[src/rtl/aes_pkg.sv]
// Shared constants and index helpers for the Rijndael ShiftRows datapath.
package aes_pkg;

  localparam int TAG_W_DEF = 4;

  typedef enum logic [1:0] {
    ST_EMPTY     = 2'd0,
    ST_FULL      = 2'd1,
    ST_FULL_SKID = 2'd2
  } srp_state_t;

  function automatic bit nb_ok(input int nb);
    return (nb == 4) || (nb == 6) || (nb == 8);
  endfunction

  // Rijndael row offsets; the 256-bit block uses a wider spread on rows 2 and 3.
  function automatic int shift_off(input int row, input int nb);
    if (nb == 8) begin
      case (row)
        0:       return 0;
        1:       return 1;
        2:       return 3;
        default: return 4;
      endcase
    end
    return row;
  endfunction

  function automatic int byte_idx(input int row, input int col);
    return 4 * col + row;
  endfunction

endpackage

[src/rtl/shift_row_net.sv]
// Combinational ShiftRows / InvShiftRows byte permutation for Nb = 4, 6 or 8.
module shift_row_net
  import aes_pkg::*;
#(
  parameter  int NB = 4,
  localparam int W  = 32 * NB
) (
  input  logic [W-1:0] i_Data,
  input  logic         i_fEncrypt,
  output logic [W-1:0] o_Data
);

  if (!nb_ok(NB)) begin : g_bad_nb
    $error("shift_row_net: NB must be 4, 6 or 8");
  end

  // Byte 0 is the MSB byte; each output byte picks its source column per mode.
  for (genvar r = 0; r < 4; r++) begin : g_row
    for (genvar c = 0; c < NB; c++) begin : g_col
      localparam int OFF   = shift_off(r, NB);
      localparam int DST   = W - 1 - 8 * byte_idx(r, c);
      localparam int SRC_E = W - 1 - 8 * byte_idx(r, (c + OFF) % NB);
      localparam int SRC_D = W - 1 - 8 * byte_idx(r, (c + NB - OFF) % NB);
      assign o_Data[DST -: 8] = i_fEncrypt ? i_Data[SRC_E -: 8] : i_Data[SRC_D -: 8];
    end
  end

endmodule

[src/rtl/shift_row_pipe.sv]
// Registered ShiftRows stage with valid/ready handshake, mode and tag sideband.
// Optional one-entry skid buffer with registered o_Ready: define SHIFTROW_SKID_EN.
module shift_row_pipe
  import aes_pkg::*;
#(
  parameter  int NB    = 4,
  parameter  int TAG_W = TAG_W_DEF,
  localparam int W     = 32 * NB
) (
  input  logic             Clk,
  input  logic             Rst,
  input  logic [W-1:0]     i_Data,
  input  logic             i_fEncrypt,
  input  logic [TAG_W-1:0] i_Tag,
  input  logic             i_Valid,
  output logic             o_Ready,
  output logic [W-1:0]     o_Data,
  output logic             o_fEncrypt,
  output logic [TAG_W-1:0] o_Tag,
  output logic             o_Valid,
  input  logic             i_Ready
);

  logic [W-1:0]     perm_p0;
  logic [W-1:0]     data_p1;
  logic [TAG_W-1:0] tag_p1;
  logic             enc_p1;
  logic             vld_p1;

  shift_row_net #(.NB(NB)) u_net (
    .i_Data     (i_Data),
    .i_fEncrypt (i_fEncrypt),
    .o_Data     (perm_p0)
  );

  // ---- stage p0 -> p1: output register (plus skid entry when enabled) ----
`ifdef SHIFTROW_SKID_EN
  srp_state_t       state;
  logic [W-1:0]     skid_data;
  logic [TAG_W-1:0] skid_tag;
  logic             skid_enc;
  logic             skid_vld;
  logic             rdy_p1;

  always_ff @(posedge Clk or negedge Rst) begin
    if (!Rst) begin
      state     <= ST_EMPTY;
      vld_p1    <= 1'b0;
      skid_vld  <= 1'b0;
      rdy_p1    <= 1'b1;
      data_p1   <= '0;
      tag_p1    <= '0;
      enc_p1    <= 1'b0;
      skid_data <= '0;
      skid_tag  <= '0;
      skid_enc  <= 1'b0;
    end else begin
      case (state)
        ST_EMPTY: begin
          if (i_Valid) begin
            data_p1 <= perm_p0;
            tag_p1  <= i_Tag;
            enc_p1  <= i_fEncrypt;
            vld_p1  <= 1'b1;
            state   <= ST_FULL;
          end
        end
        ST_FULL: begin
          if (i_Ready) begin
            if (i_Valid) begin
              data_p1 <= perm_p0;
              tag_p1  <= i_Tag;
              enc_p1  <= i_fEncrypt;
            end else begin
              vld_p1 <= 1'b0;
              state  <= ST_EMPTY;
            end
          end else if (i_Valid) begin
            // Output stalled: park the new block so nothing upstream is lost.
            skid_data <= perm_p0;
            skid_tag  <= i_Tag;
            skid_enc  <= i_fEncrypt;
            skid_vld  <= 1'b1;
            rdy_p1    <= 1'b0;
            state     <= ST_FULL_SKID;
          end
        end
        ST_FULL_SKID: begin
          if (i_Ready) begin
            data_p1  <= skid_data;
            tag_p1   <= skid_tag;
            enc_p1   <= skid_enc;
            skid_vld <= 1'b0;
            rdy_p1   <= 1'b1;
            state    <= ST_FULL;
          end
        end
        default: begin
          state    <= ST_EMPTY;
          vld_p1   <= 1'b0;
          skid_vld <= 1'b0;
          rdy_p1   <= 1'b1;
        end
      endcase
    end
  end

  assign o_Ready = rdy_p1;
`else
  assign o_Ready = !vld_p1 || i_Ready;

  always_ff @(posedge Clk or negedge Rst) begin
    if (!Rst) begin
      vld_p1  <= 1'b0;
      data_p1 <= '0;
      tag_p1  <= '0;
      enc_p1  <= 1'b0;
    end else if (o_Ready) begin
      vld_p1 <= i_Valid;
      if (i_Valid) begin
        data_p1 <= perm_p0;
        tag_p1  <= i_Tag;
        enc_p1  <= i_fEncrypt;
      end
    end
  end
`endif

  assign o_Data     = data_p1;
  assign o_Tag      = tag_p1;
  assign o_fEncrypt = enc_p1;
  assign o_Valid    = vld_p1;

endmodule

[config.mk]
export PLATFORM = sky130hd
export DESIGN_NAME = shift_row_pipe
export DESIGN_NICKNAME = d
export VERILOG_FILES = /design/src/rtl/aes_pkg.sv /design/src/rtl/shift_row_net.sv /design/src/rtl/shift_row_pipe.sv
export SDC_FILE = /design/constraint.sdc
export NUM_CORES = 1
export LEC_CHECK = 0
export ABC_CLOCK_PERIOD_IN_PS = 1600
export BUFFER_PORTS_ARGS = -buffer_cell sky130_fd_sc_hd__buf_2
export CAP_MARGIN = 5
export CORE_AREA = 2 2 146 112
export CTS_CLUSTER_SIZE = 14
export DETAILED_ROUTE_END_ITERATION = 10
export DIE_AREA = 0 0 148 114
export MAX_ROUTING_LAYER = met4
export PLACE_DENSITY = 0.81
export SYNTH_ARGS = -nofsm -noshare
export SYNTH_HDL_FRONTEND = slang
export SYNTH_HIERARCHICAL = 1
export SYNTH_SLANG_ARGS = --single-unit
[constraint.sdc]
create_clock -name Clk -period 1.6 [get_ports Clk]
set_clock_uncertainty 0.2 [all_clocks]
set_input_delay 0.16 -clock Clk [delete_from_list [all_inputs] [get_ports Clk]]
set_output_delay 0.16 -clock Clk [all_outputs]
set_load 0.01 [all_outputs]
==> parameters.txt, run 1 <==
Parameter                              Value

Power
  Standby leakage power ... 5.10 nW
  Flop pwr share ... 0.369
  Switching part of the total power ... 0.251
  Internal power consumption ... 8.62 mW
  Worst vdd ir ... 0.000750 V
  Combinational power share ... 0.233
  Power dissipated by switching net loads ... 2.89 mW
  Clock power share ... 0.398
  PwrDens ... 1140 nW/µm²

Timing
  Worst slew margin relative to its limit ... 0.741
  Worst setup slack after layout ... 25.9 ps
  Final setup violation count ... 0
  Post-route clock period utilization ... 0.984
  Slew at the pin with the worst max-slew slack ... 388 ps
  Worst-case hold slack ... 27.3 ps
  Count of endpoints failing hold in the final timing report ... 0
  Max-slew violation count ... 0
  Crit path time final ... 1570 ps
  RSZ-0062 raised after global routing ... true
  Highest achievable clock rate ... 635 MHz
  Setup total negative slack ... 0 ps

Final layout
  Final Cell Area ... 10,100 µm²
  Area of the multi-input gates ... 2760 µm²
  Footprint of the flip-flops and latches ... 3350 µm²
  Area overhead of the layout relative to synthesis ... 47.9%
  Number of filler cells placed in the layout ... 1,111
  Nets ... 920
  Antenna diode count ... 0
  Post-route insts no fill ... 1,006
  Proportion of layout cells with a drive suffix above 1 ... 0.656

Synthesis
  Average footprint of a synthesized cell ... 16.3 µm²
  XOR/XNOR Fraction of Synth Area ... 0
  Dominant combinational cell family by area after synthesis ... multiplexers
  Post-synthesis cell count ... 419
  Warning count from the yosys run ... 6
  Area fraction in and, or, nand and nor cells after synthesis ... 0.00385
  Syn Nets ... 556
  Library cells used by synthesis ... 10
  Adder and majority gate portion of the synthesized area ... 0
  Share of synthesized area spent on multiplexers ... 0.397
  Cell area after technology mapping ... 6820 µm²
  Post-synthesis register bit count ... 134
  Part of the Yosys area used for sequential elements ... 0.492
  Share of the synthesized area in compound gates (AO/OA/AOI/OAI) ... 0

Global routing
  Vias in the first global route ... 5,219
  Number of antenna violations at the first check in global routing ... 0
  Global-route wire length before repair ... 27,000 µm
  Maximum number of pins on one net before global-route repair ... 42
  Total gr overflow ... 0
  Total global-route track usage ... 0.213

CTS
  Clock tree buffer depth ... 2
  Number of clock sinks ... 134
  H-tree depth reported by CTS ... 4
  Number of buffers inserted during clock tree synthesis ... 17
  Clock tree from TritonCTS ... done
  Worst skew pair latency ... 410 ps
  Root Buffer Master ... clkbuf_16
  Worst-path clk slew ... 60 ps

Critical path
  Worst flop-to-flop path endpoint ... o_Data[14]
  Flop-to-flop setup slack ... 30 ps
  CP Launch Type ... register
  Kind of critical path ... register to register
  Critical path data required time ... 1690 ps
  Arrival @ worst endpoint ... 1670 ps
  Maximum fanout encountered on the critical timing path ... 23
  Launching point of the worst reg2reg path ... o_Valid
  Endpoint type of the worst setup path ... register
  Number of cell instances on the worst register-to-register path ... 4

Die
  Die extent in y ... 114 µm
  Die width ... 148 µm
  Area of the die ... 16,900 µm²
  Core Area ... 15,600 µm²
  Initial cell density of the core ... 0.437
  Number of placement rows ... 40
  IO Pins ... 272

Routing
  Number of vias per cell ... 4.65
  Initial detailed-routing violation count ... 196
  Total detailed-routing wirelength ... 17,500 µm
  Detailed-route wire length per cell ... 17.4 µm
  Residual DRC ... 0
  Router iterations before antenna repair ... 4
  Vias ... 4,674
  Number of nets with antenna violations after detailed routing ... 0

Job
  Max Cap Viol ... 0

Place
  Final HPWL DP ... 10,900 µm
  Inst Count DP ... 836
  Minimum setup slack after placement ... -0.872 ps
  Port Buffer Count ... 271
  Cell area reported after detailed placement ... 8000 µm²
  RePlAce Congestion ... 0.780

Worst hold path
  Worst hold path type ... input pin to asynchronous set/reset pin

Outcome
  Status ... finished clean
## kinds of logic after synthesis
group / after synthesis
buffers and inverters: 85
muxes: 197
DFF: 134
and+or+nand+nor: 3
## cell usage after synthesis
library cell	count	area, µm²
nand2_2	1	6.26
dfrtp_1	134	3350
mux2_4	130	1950
buf_4	64	480
buf_6	9	101
mux2_2	67	754
nand2b_1	1	6.26
buf_2	6	30.0
nand2b_4	1	13.8
buf_12	6	120
## state kept, by name (all words and copies together) (netlist names)
signal and cells:
o_Valid 1, o_Tag 4, o_Data 128, o_fEncrypt 1
## worst max-delay path, cell delays in order (launching register included)
cell	delay, ps
dfrtp_1	390
nand2b_4	90
nand2_8	170
buf_16	230
mux2_2	350
## power groups by stage
stage | Combinational (mW) | Sequential (mW) | Clock [mW]
finish | 2.68 | 4.25 | 4.58
global route | 2.85 | 4.31 | 4.84
CTS | 2.65 | 4.24 | 4.64
detailed placement | 2.39 | 4.28 | 0
global placement | 2.31 | 4.25 | 0
floorplan | 1.21 | 4.51 | 0
## stage by stage
step           power [mW]  utilization
2_1_floorplan        5.73            -
3_3_place_gp         6.56        0.512
3_5_place_dp         6.67        0.512
4_1_cts              11.5        0.643
5_1_grt              12.0        0.646
6_report             11.5        0.646
## per-layer routing
layer | part of all wire | vias to the layer above | GRT usage
met4 | 0.028 | 0 | 0.0857
met1 | 0.39 | 2307 | 0.232
met3 | 0.053 | 38 | 0.0524
met2 | 0.53 | 199 | 0.375
li1 | - | 2130 | -
met5 | 0 | - | -
## worst max-delay path by stage
stage | start | to | slack (ps) | depth (start not counted)
after floorplan | o_Valid | o_Data[100] | 40 | 5
after global placement | o_Valid | o_Data[15] | 40 | 4
after detailed placement | o_Valid | o_Data[15] | -0.9 | 4
after CTS | o_Valid | o_Data[17] | 0.2 | 4
after global routing | o_Valid | o_Data[29] | -20 | 4
final | o_Valid | o_Data[14] | 30 | 4
## cell usage in the layout, fill, tap and decap left out, drive strengths merged
cell type / netlist / routed
buf: 85 / 294
bufinv: 0 / 7
clkbuf: 0 / 20
clkinv: 0 / 5
dfrtp: 134 / 134
dlygate4sd3: 0 / 136
mux2: 197 / 197
nand2: 1 / 1
nand2b: 2 / 2
## layout make-up
class	count	area share
clock buffers	20	0.0433
clock inverters	12	0.0248
multi-input cells	200	0.274
flip-flops and latches	134	0.333
well taps	210	0.0261
repair buffers	430	0.299
## repair_timing
item	4_1_cts	5_1_grt
hold buffers	136	0
hold endpoints to repair	268	0
buffers inserted	0	2
setup endpoints to repair	0	68
gates resized for setup	0	5
(Power assumes the default switching activity.)
==> run 2, diff against run 1 <==
--- a/config.mk
+++ b/config.mk
@@ -5,15 +5,17 @@
 export SDC_FILE = /design/constraint.sdc
 export NUM_CORES = 1
 export LEC_CHECK = 0
+export ABC_AREA = 1
 export ABC_CLOCK_PERIOD_IN_PS = 1600
 export BUFFER_PORTS_ARGS = -buffer_cell sky130_fd_sc_hd__buf_2
 export CAP_MARGIN = 5
-export CORE_AREA = 2 2 146 112
+export CORE_AREA = 2 2 143 110
 export CTS_CLUSTER_SIZE = 14
 export DETAILED_ROUTE_END_ITERATION = 10
-export DIE_AREA = 0 0 148 114
+export DIE_AREA = 0 0 145 112
 export MAX_ROUTING_LAYER = met4
-export PLACE_DENSITY = 0.81
+export PLACE_DENSITY = 0.82
+export SETUP_SLACK_MARGIN = 0.1
 export SYNTH_ARGS = -nofsm -noshare
 export SYNTH_HDL_FRONTEND = slang
 export SYNTH_HIERARCHICAL = 1
==> parameters.txt, run 2 <==
Parameter                              Value

Place
  RePlAce Congestion ... 0.817 (was 0.780)
  Inst Count DP ... 1,223 (was 836)
  Port Buffer Count ... 271 (unchanged)
  Final HPWL DP ... 12,000 µm (was 10,900 µm)

Global routing
  Total global-route track usage ... 0.289 (was 0.213)
  Number of antenna violations at the first check in global routing ... 0 (unchanged)
  Global-route wire length before repair ... 36,100 µm (was 27,000 µm)
  Maximum number of pins on one net before global-route repair ... 85 (was 42)
  Total gr overflow ... 0 (unchanged)
  Vias in the first global route ... 7,179 (was 5,219)

Final layout
  Post-layout util ... 0.665 (was 0.646)
  Area overhead of the layout relative to synthesis ... 50.0% (was 47.9%)
  Most common library cell in the layout ignoring fill and taps ... nand2_1 (was buf_2)
  Most frequent cells in the layout ... nand2_1 (458), buf_2 (268), dfrtp_1 (134) (was buf_2 (269), dlygate4sd3_1 (136), mux2_4 (134), dfrtp_1 (134), mux2_2 (63))
  Proportion of layout cells with a drive suffix above 1 ... 0.283 (was 0.656)
  Antenna diode count ... 0 (unchanged)
  Flip-flop count of the largest register, all copies and words added ... 128 (unchanged)
  Nets ... 1,326 (was 920)
  Post-route insts no fill ... 1,405 (was 1,006)

Synthesis
  Post-synthesis register bit count ... 134 (unchanged)
  Share of async-settable or async-resettable flops after synthesis ... 1.00 (unchanged)
  Synth cell count leaders ... nand2_1 (459), dfrtp_1 (134), nand3_1 (133) (was dfrtp_1 (134), mux2_4 (130), mux2_2 (67))
  Part of the Yosys area used for sequential elements ... 0.509 (was 0.492)
  Post-synthesis cell count ... 850 (was 419)
  Area contributors post-synth ... dfrtp_1 (51%), nand2_1 (26%), nand3_1 (10%) (was dfrtp_1 (49%), mux2_4 (29%), mux2_2 (11%))
  Dominant cell by count in the synthesized netlist ... nand2_1 (was dfrtp_1)
  Number of enable-type register cells in the synthesized netlist ... 0 (unchanged)
  Average footprint of a synthesized cell ... 7.76 µm² (was 16.3 µm²)
  Top FF cell, synth ... dfrtp_1 (unchanged)
  Library cells used by synthesis ... 10 (unchanged)
  Warning count from the yosys run ... 6 (unchanged)
  Area share of the largest cell type after synthesis ... 0.509 (was 0.492)
  Syn Nets ... 987 (was 556)
  Cell type with the largest total area after synthesis ... dfrtp_1 (unchanged)
  Cell area after technology mapping ... 6590 µm² (was 6820 µm²)

Die
  Number of placement rows ... 39 (was 40)
  Die width ... 145 µm (was 148 µm)
  Die extent in y ... 112 µm (was 114 µm)
  Core Area ... 14,900 µm² (was 15,600 µm²)
  IO Pins ... 272 (unchanged)
  Area of the die ... 16,200 µm² (was 16,900 µm²)
  Initial cell density of the core ... 0.443 (was 0.437)

Routing
  Router iterations before antenna repair ... 6 (was 4)
  Number of nets with antenna violations after detailed routing ... 0 (unchanged)
  Vias ... 7,242 (was 4,674)
  Residual DRC ... 0 (unchanged)
  Number of vias per cell ... 5.15 (was 4.65)
  Total detailed-routing wirelength ... 24,000 µm (was 17,500 µm)
  Detailed-route wire length per cell ... 17.1 µm (was 17.4 µm)
  Initial detailed-routing violation count ... 800 (was 196)

CTS
  H-tree depth reported by CTS ... 4 (unchanged)
  Worst-path clk slew ... 60 ps (about the same)
  Clock tree from TritonCTS ... done (unchanged)
  Clock tree buffer depth ... 2 (unchanged)
  Number of clock sinks ... 134 (unchanged)
  Root Buffer Master ... clkbuf_16 (unchanged)
  Worst skew pair latency ... 410 ps (about the same)
  Number of buffers inserted during clock tree synthesis ... 17 (unchanged)

Critical path
  Number of cell instances on the worst register-to-register path ... 6 (was 4)
  Endpoint type of the worst setup path ... output port (was register)
  Number of cells on the critical path ... 3 (was 4)
  Arrival @ worst endpoint ... 1130 ps (was 1670 ps)
  Maximum single-stage delay on the critical path ... 400 ps (was 390 ps)
  Worst flop-to-flop path endpoint ... o_Data[122] (was o_Data[14])
  Series of cell instances along the critical path ... nand2_4 -> buf_16 -> buf_6 (was nand2b_4 -> nand2_8 -> buf_16 -> mux2_2)
  Gate family responsible for the most delay along the worst path ... flip-flops (unchanged)
  Flop-to-flop setup slack ... 130 ps (was 30 ps)
  Maximum fanout encountered on the critical timing path ... 2 (was 23)
  CP Launch Type ... register (unchanged)
  Critical path data required time ... 1240 ps (was 1690 ps)
  Number of buffer and inverter instances along the worst setup path ... 2 (was 1)
  Kind of critical path ... register to output port (was register to register)
  Startpoint of the most critical setup path ... o_Valid (unchanged)
  Launching point of the worst reg2reg path ... o_Valid (unchanged)
  Critical path's slowest cell ... dfrtp_1 (unchanged)
  Capturing instance or port of the critical path ... o_Ready (was o_Data[14])

Job
  Max Cap Viol ... 0 (unchanged)

Timing
  Post-route clock period utilization ... 0.929 (was 0.984)
  Worst slew margin relative to its limit ... 0.744 (was 0.741)
  Crit path time final ... 1490 ps (was 1570 ps)
  Setup total negative slack ... 0 ps (unchanged)
  Final setup violation count ... 0 (unchanged)
  Max-slew violation count ... 0 (unchanged)
  Slew at the pin with the worst max-slew slack ... 384 ps (was 388 ps)
  Highest achievable clock rate ... 673 MHz (was 635 MHz)
  RSZ-0062 raised after global routing ... true (unchanged)
  Count of endpoints failing hold in the final timing report ... 0 (unchanged)

Worst hold path
  Worst hold path type ... input pin to asynchronous set/reset pin (unchanged)

Outcome
  Status ... finished clean (unchanged)

Power
  Total Power Consumption ... 10.2 mW (was 11.5 mW)
  PwrDens ... 1030 nW/µm² (was 1140 nW/µm²)
  Standby leakage power ... 5.67 nW (was 5.10 nW)
  Worst vdd ir ... 0.000708 V (was 0.000750 V)
run 2: changes by cell type after synthesis, moves of 6 or more:
cell      before  now
buf_12         6    0
buf_2          6   23
buf_4         64   75
buf_6          9    0
clkbuf_1       0   14
clkbuf_8       0    6
mux2_2        67    0
mux2_4       130    0
nand2_1        0  459
nand3_1        0  133
run 2: worst min-delay path by stage:
stage / end / slack (ps) / cells after the start
finish: o_Data[126] / 20 / 2
global route: o_Tag[2] / 30 / 2
CTS: o_Data[125] / 20 / 2
detailed placement: o_Data[125] / -110 / 1
global placement: o_Data[125] / -110 / 1
floorplan: o_Data[0] / -340 / 0
run 2: logic make-up (layout without fill, tap and decap cells):
kind of cell | Yosys count | in the layout | synth area share
buffers and inverters | 122 | 471 | 0.126
DFF | 134 | 134 | 0.509
and+or+nand+nor | 594 | 595 | 0.366
run 2: stage by stage:
stage | setup slack (ps) | cell area [µm²] | hold slack (ps)
after global routing | 60.2 | 9890 | 33.9
after CTS | 74.3 | 9840 | 21.8
after floorplan | 261 | 6590 | -336
after detailed placement | 219 | 7650 | -110
final | 114 | 9890 | 17.8
after global placement | 213 | 7650 | -107
run 2: cell type report:
cell class              instances  area [µm²]
well taps                     205         256
inverters                       2        7.51
multi-input cells             595        2440
repair buffers                439        3310
fillers                      1044        4990
clock buffers                  22         464
flip-flops and latches        134        3350
clock inverters                 8        53.8
run 2: what timing repair did:
| item | 4_1_cts | 5_1_grt |
|---|---|---|
| gates cloned | 2 | 10 |
| hold buffers | 158 | 0 |
| gates resized for setup | 2 | 19 |
| pin swaps | 1 | 4 |
| setup endpoints to repair | 1 | 115 |
| setup buffers | 2 | 3 |
| hold endpoints to repair | 266 | 0 |
run 2: worst reg2reg max path: cells and delay by family, from the launching register on:
kind	cells	cell delay, ps
buffers and inverters	2	370
AND/OR/NAND/NOR	4	390
flip-flops	1	400
run 2: per-layer routing:
| layer | global-route usage | up-vias | share of wire |
|---|---|---|---|
| met1 | 0.344 | 3367 | 0.39 |
| met5 | - | - | 0 |
| met2 | 0.463 | 497 | 0.47 |
| met4 | 0.133 | 0 | 0.039 |
| met3 | 0.0775 | 98 | 0.099 |
| li1 | - | 3280 | - |
run 2: report_power, final:
group	total (mW)	internal (mW)	switching, mW
logic	2.59	1.15	1.44
clock network	3.48	2.04	1.45
registers	4.15	3.88	0.272
==> run 3, diff against run 2 <==
--- a/config.mk
+++ b/config.mk
@@ -9,14 +9,13 @@
 export ABC_CLOCK_PERIOD_IN_PS = 1600
 export BUFFER_PORTS_ARGS = -buffer_cell sky130_fd_sc_hd__buf_2
 export CAP_MARGIN = 5
-export CORE_AREA = 2 2 143 110
+export CORE_AREA = 2 2 136 105
 export CTS_CLUSTER_SIZE = 14
 export DETAILED_ROUTE_END_ITERATION = 10
-export DIE_AREA = 0 0 145 112
+export DIE_AREA = 0 0 138 107
 export MAX_ROUTING_LAYER = met4
-export PLACE_DENSITY = 0.82
+export PLACE_DENSITY = 0.83
 export SETUP_SLACK_MARGIN = 0.1
 export SYNTH_ARGS = -nofsm -noshare
 export SYNTH_HDL_FRONTEND = slang
-export SYNTH_HIERARCHICAL = 1
 export SYNTH_SLANG_ARGS = --single-unit
==> parameters.txt, run 3 <==
Parameter                              Value

Critical path
  Flop-to-flop setup slack ... 140 ps (was 130 ps)
  Launching point of the worst reg2reg path ... o_Valid (unchanged)
  Worst flop-to-flop path endpoint ... o_Data[32] (was o_Data[122])
  Endpoint type of the worst setup path ... register (was output port)
  Startpoint of the most critical setup path ... i_Data[70] (was o_Valid)
  Critical path data required time ... 1690 ps (was 1240 ps)
  CP Launch Type ... input pin (was register)
  Arrival @ worst endpoint ... 1630 ps (was 1130 ps)
  Kind of critical path ... input pin to register (was register to output port)
  Maximum fanout encountered on the critical timing path ... 2 (unchanged)
  Number of cell instances on the worst register-to-register path ... 6 (unchanged)

Synthesis
  Average footprint of a synthesized cell ... 7.61 µm² (was 7.76 µm²)
  Dominant cell by count in the synthesized netlist ... nand2_1 (unchanged)
  Area share of the largest cell type after synthesis ... 0.565 (was 0.509)
  Synth cell count leaders ... nand2_1 (523), dfrtp_1 (134), nand3_1 (69) (was nand2_1 (459), dfrtp_1 (134), nand3_1 (133))
  Area contributors post-synth ... dfrtp_1 (57%), nand2_1 (33%), nand3_1 (5.8%) (was dfrtp_1 (51%), nand2_1 (26%), nand3_1 (10%))
  Share of async-settable or async-resettable flops after synthesis ... 1.00 (unchanged)
  Post-synthesis cell count ... 780 (was 850)
  Syn Nets ... 917 (was 987)
  Library cells used by synthesis ... 11 (was 10)
  Post-synthesis register bit count ... 134 (unchanged)
  Cell type with the largest total area after synthesis ... dfrtp_1 (unchanged)
  Top FF cell, synth ... dfrtp_1 (unchanged)
  Warning count from the yosys run ... 0 (was 6)
  Cell area after technology mapping ... 5930 µm² (was 6590 µm²)
  Part of the Yosys area used for sequential elements ... 0.565 (was 0.509)
  Number of enable-type register cells in the synthesized netlist ... 0 (unchanged)

Global routing
  Global-route wire length before repair ... 34,500 µm (was 36,100 µm)
  Vias in the first global route ... 7,191 (was 7,179)
  Total global-route track usage ... 0.297 (was 0.289)
  Total gr overflow ... 0 (unchanged)
  Number of antenna violations at the first check in global routing ... 0 (unchanged)
  Maximum number of pins on one net before global-route repair ... 66 (was 85)

Routing
  Residual DRC ... 0 (unchanged)
  Top layer used by detailed routing ... met4 (unchanged)
  Metal1 wirelength ... 8380 µm (was 9440 µm)
  Router iterations before antenna repair ... 9 (was 6)
  Vias ... 7,068 (was 7,242)
  Detailed-route wire length per cell ... 15.7 µm (was 17.1 µm)
  Total detailed-routing wirelength ... 21,700 µm (was 24,000 µm)
  Number of nets with antenna violations after detailed routing ... 0 (unchanged)
  Number of vias per cell ... 5.12 (was 5.15)
  Initial detailed-routing violation count ... 555 (was 800)
  Met3 wire length ... 1720 µm (was 2370 µm)
  Total length of routed met2 wires ... 10,700 µm (was 11,200 µm)

Power
  Worst vdd ir ... 0.000668 V (was 0.000708 V)
  PwrDens ... 1040 nW/µm² (was 1030 nW/µm²)
  Standby leakage power ... 5.64 nW (was 5.67 nW)

Final layout
  Antenna diode count ... 0 (unchanged)
  Area overhead of the layout relative to synthesis ... 63.3% (was 50.0%)
  Proportion of layout cells with a drive suffix above 1 ... 0.286 (was 0.283)
  Post-route insts no fill ... 1,380 (was 1,405)
  Nets ... 1,330 (was 1,326)
  Number of filler cells placed in the layout ... 917 (was 1,044)
  Most common library cell in the layout ignoring fill and taps ... nand2_1 (unchanged)
  Most frequent cells in the layout ... nand2_1 (518), buf_2 (269), dfrtp_1 (133) (was nand2_1 (458), buf_2 (268), dfrtp_1 (134))
  Flip-flop count of the largest register, all copies and words added ... 128 (unchanged)

Place
  Final HPWL DP ... 11,400 µm (was 12,000 µm)
  Port Buffer Count ... 271 (unchanged)
  RePlAce Congestion ... 0.841 (was 0.817)
  Inst Count DP ... 1,194 (was 1,223)

Outcome
  Status ... finished clean (unchanged)

Timing
  Setup total negative slack ... 0 ps (unchanged)
  Final setup violation count ... 0 (unchanged)
  Crit path time final ... 1540 ps (was 1490 ps)
  Post-route clock period utilization ... 0.965 (was 0.929)
  Count of endpoints failing hold in the final timing report ... 0 (unchanged)
  Highest achievable clock rate ... 648 MHz (was 673 MHz)
  Max-slew violation count ... 0 (unchanged)
  Slew at the pin with the worst max-slew slack ... 397 ps (was 384 ps)
  Worst slew margin relative to its limit ... 0.735 (was 0.744)
  RSZ-0062 raised after global routing ... true (unchanged)

CTS
  Worst skew pair latency ... 390 ps (was 410 ps)
  Number of clock sinks ... 134 (unchanged)
  Root Buffer Master ... clkbuf_16 (unchanged)
  H-tree depth reported by CTS ... 4 (unchanged)
  Clock tree from TritonCTS ... done (unchanged)
  Worst-path clk slew ... 60 ps (about the same)
  Number of buffers inserted during clock tree synthesis ... 17 (unchanged)
  Clock tree buffer depth ... 2 (unchanged)

Die
  Number of placement rows ... 37 (was 39)
  Core Area ... 13,400 µm² (was 14,900 µm²)
  Initial cell density of the core ... 0.442 (was 0.443)
  Area of the die ... 14,800 µm² (was 16,200 µm²)
  Die width ... 138 µm (was 145 µm)
  Die extent in y ... 107 µm (was 112 µm)
  IO Pins ... 272 (unchanged)

Job
  Max Cap Viol ... 0 (unchanged)

Worst hold path
  Worst hold path type ... input pin to asynchronous set/reset pin (unchanged)
[run 3: cell type report]
class	instances	area (µm²)	area share
flip-flops and latches	134	3350	0.346
repair buffers	442	3200	0.330
multi-input cells	595	2360	0.243
clock buffers	19	443	0.0457
well taps	175	219	0.0226
clock inverters	12	106	0.0110
inverters	3	11.3	0.00116
[run 3: how the worst max path moves through the flow]
stage,end,depth (start not counted),slack (ps)
floorplan,o_Data[104],6,170
global placement,o_Data[91],5,250
detailed placement,o_Data[74],5,200
CTS,o_Data[70],7,110
global route,o_Data[16],7,40
finish,o_Data[102],7,60
[run 3: worst max-delay path, stage by stage]
cell	delay, ps
dlygate4sd3_1	530
buf_2	130
nand2_1	70
nand2_1	40
dlygate4sd3_1	550
nand2_1	80
nand2_1	50
[run 3: kinds of logic after synthesis]
logic type	synth area share
buffers and inverters	0.0411
DFF	0.565
and+or+nand+nor	0.391
AOI/OAI and AO/OA	0.00274
[run 3: metal layers]
| layer | global-route usage | vias to the layer above |
|---|---|---|
| met5 | - | - |
| met4 | 0.149 | 0 |
| met3 | 0.0634 | 112 |
| met2 | 0.497 | 471 |
| met1 | 0.343 | 3269 |
| li1 | - | 3216 |
[run 3: power breakdown]
part	switching [mW]	total [mW]	internal, mW
clock	1.45	3.62	2.17
combinational	1.29	2.33	1.05
sequential	0.264	4.11	3.85
[run 3: per-stage QoR]
step	hold slack [ps]	util	total power [mW]	setup slack [ps]	area [µm²]
floorplan	-336	-	5.07	174	5930
global placement	-120	0.561	6.00	247	7530
detailed placement	-119	0.561	6.05	199	7530
CTS	20.5	0.729	10.1	105	9780
global route	44.4	0.722	10.5	42.4	9690
finish	31.0	0.722	10.1	55.7	9690
[run 3: what timing repair did]
item | CTS | global route
setup buffers | 3 | 11
hold buffers | 166 | 1
endpoints found under the setup margin | 1 | 73
gates cloned | 0 | 3
pin swaps | 1 | 5
hold endpoints to repair | 267 | 1
gates resized for setup | 4 | 16
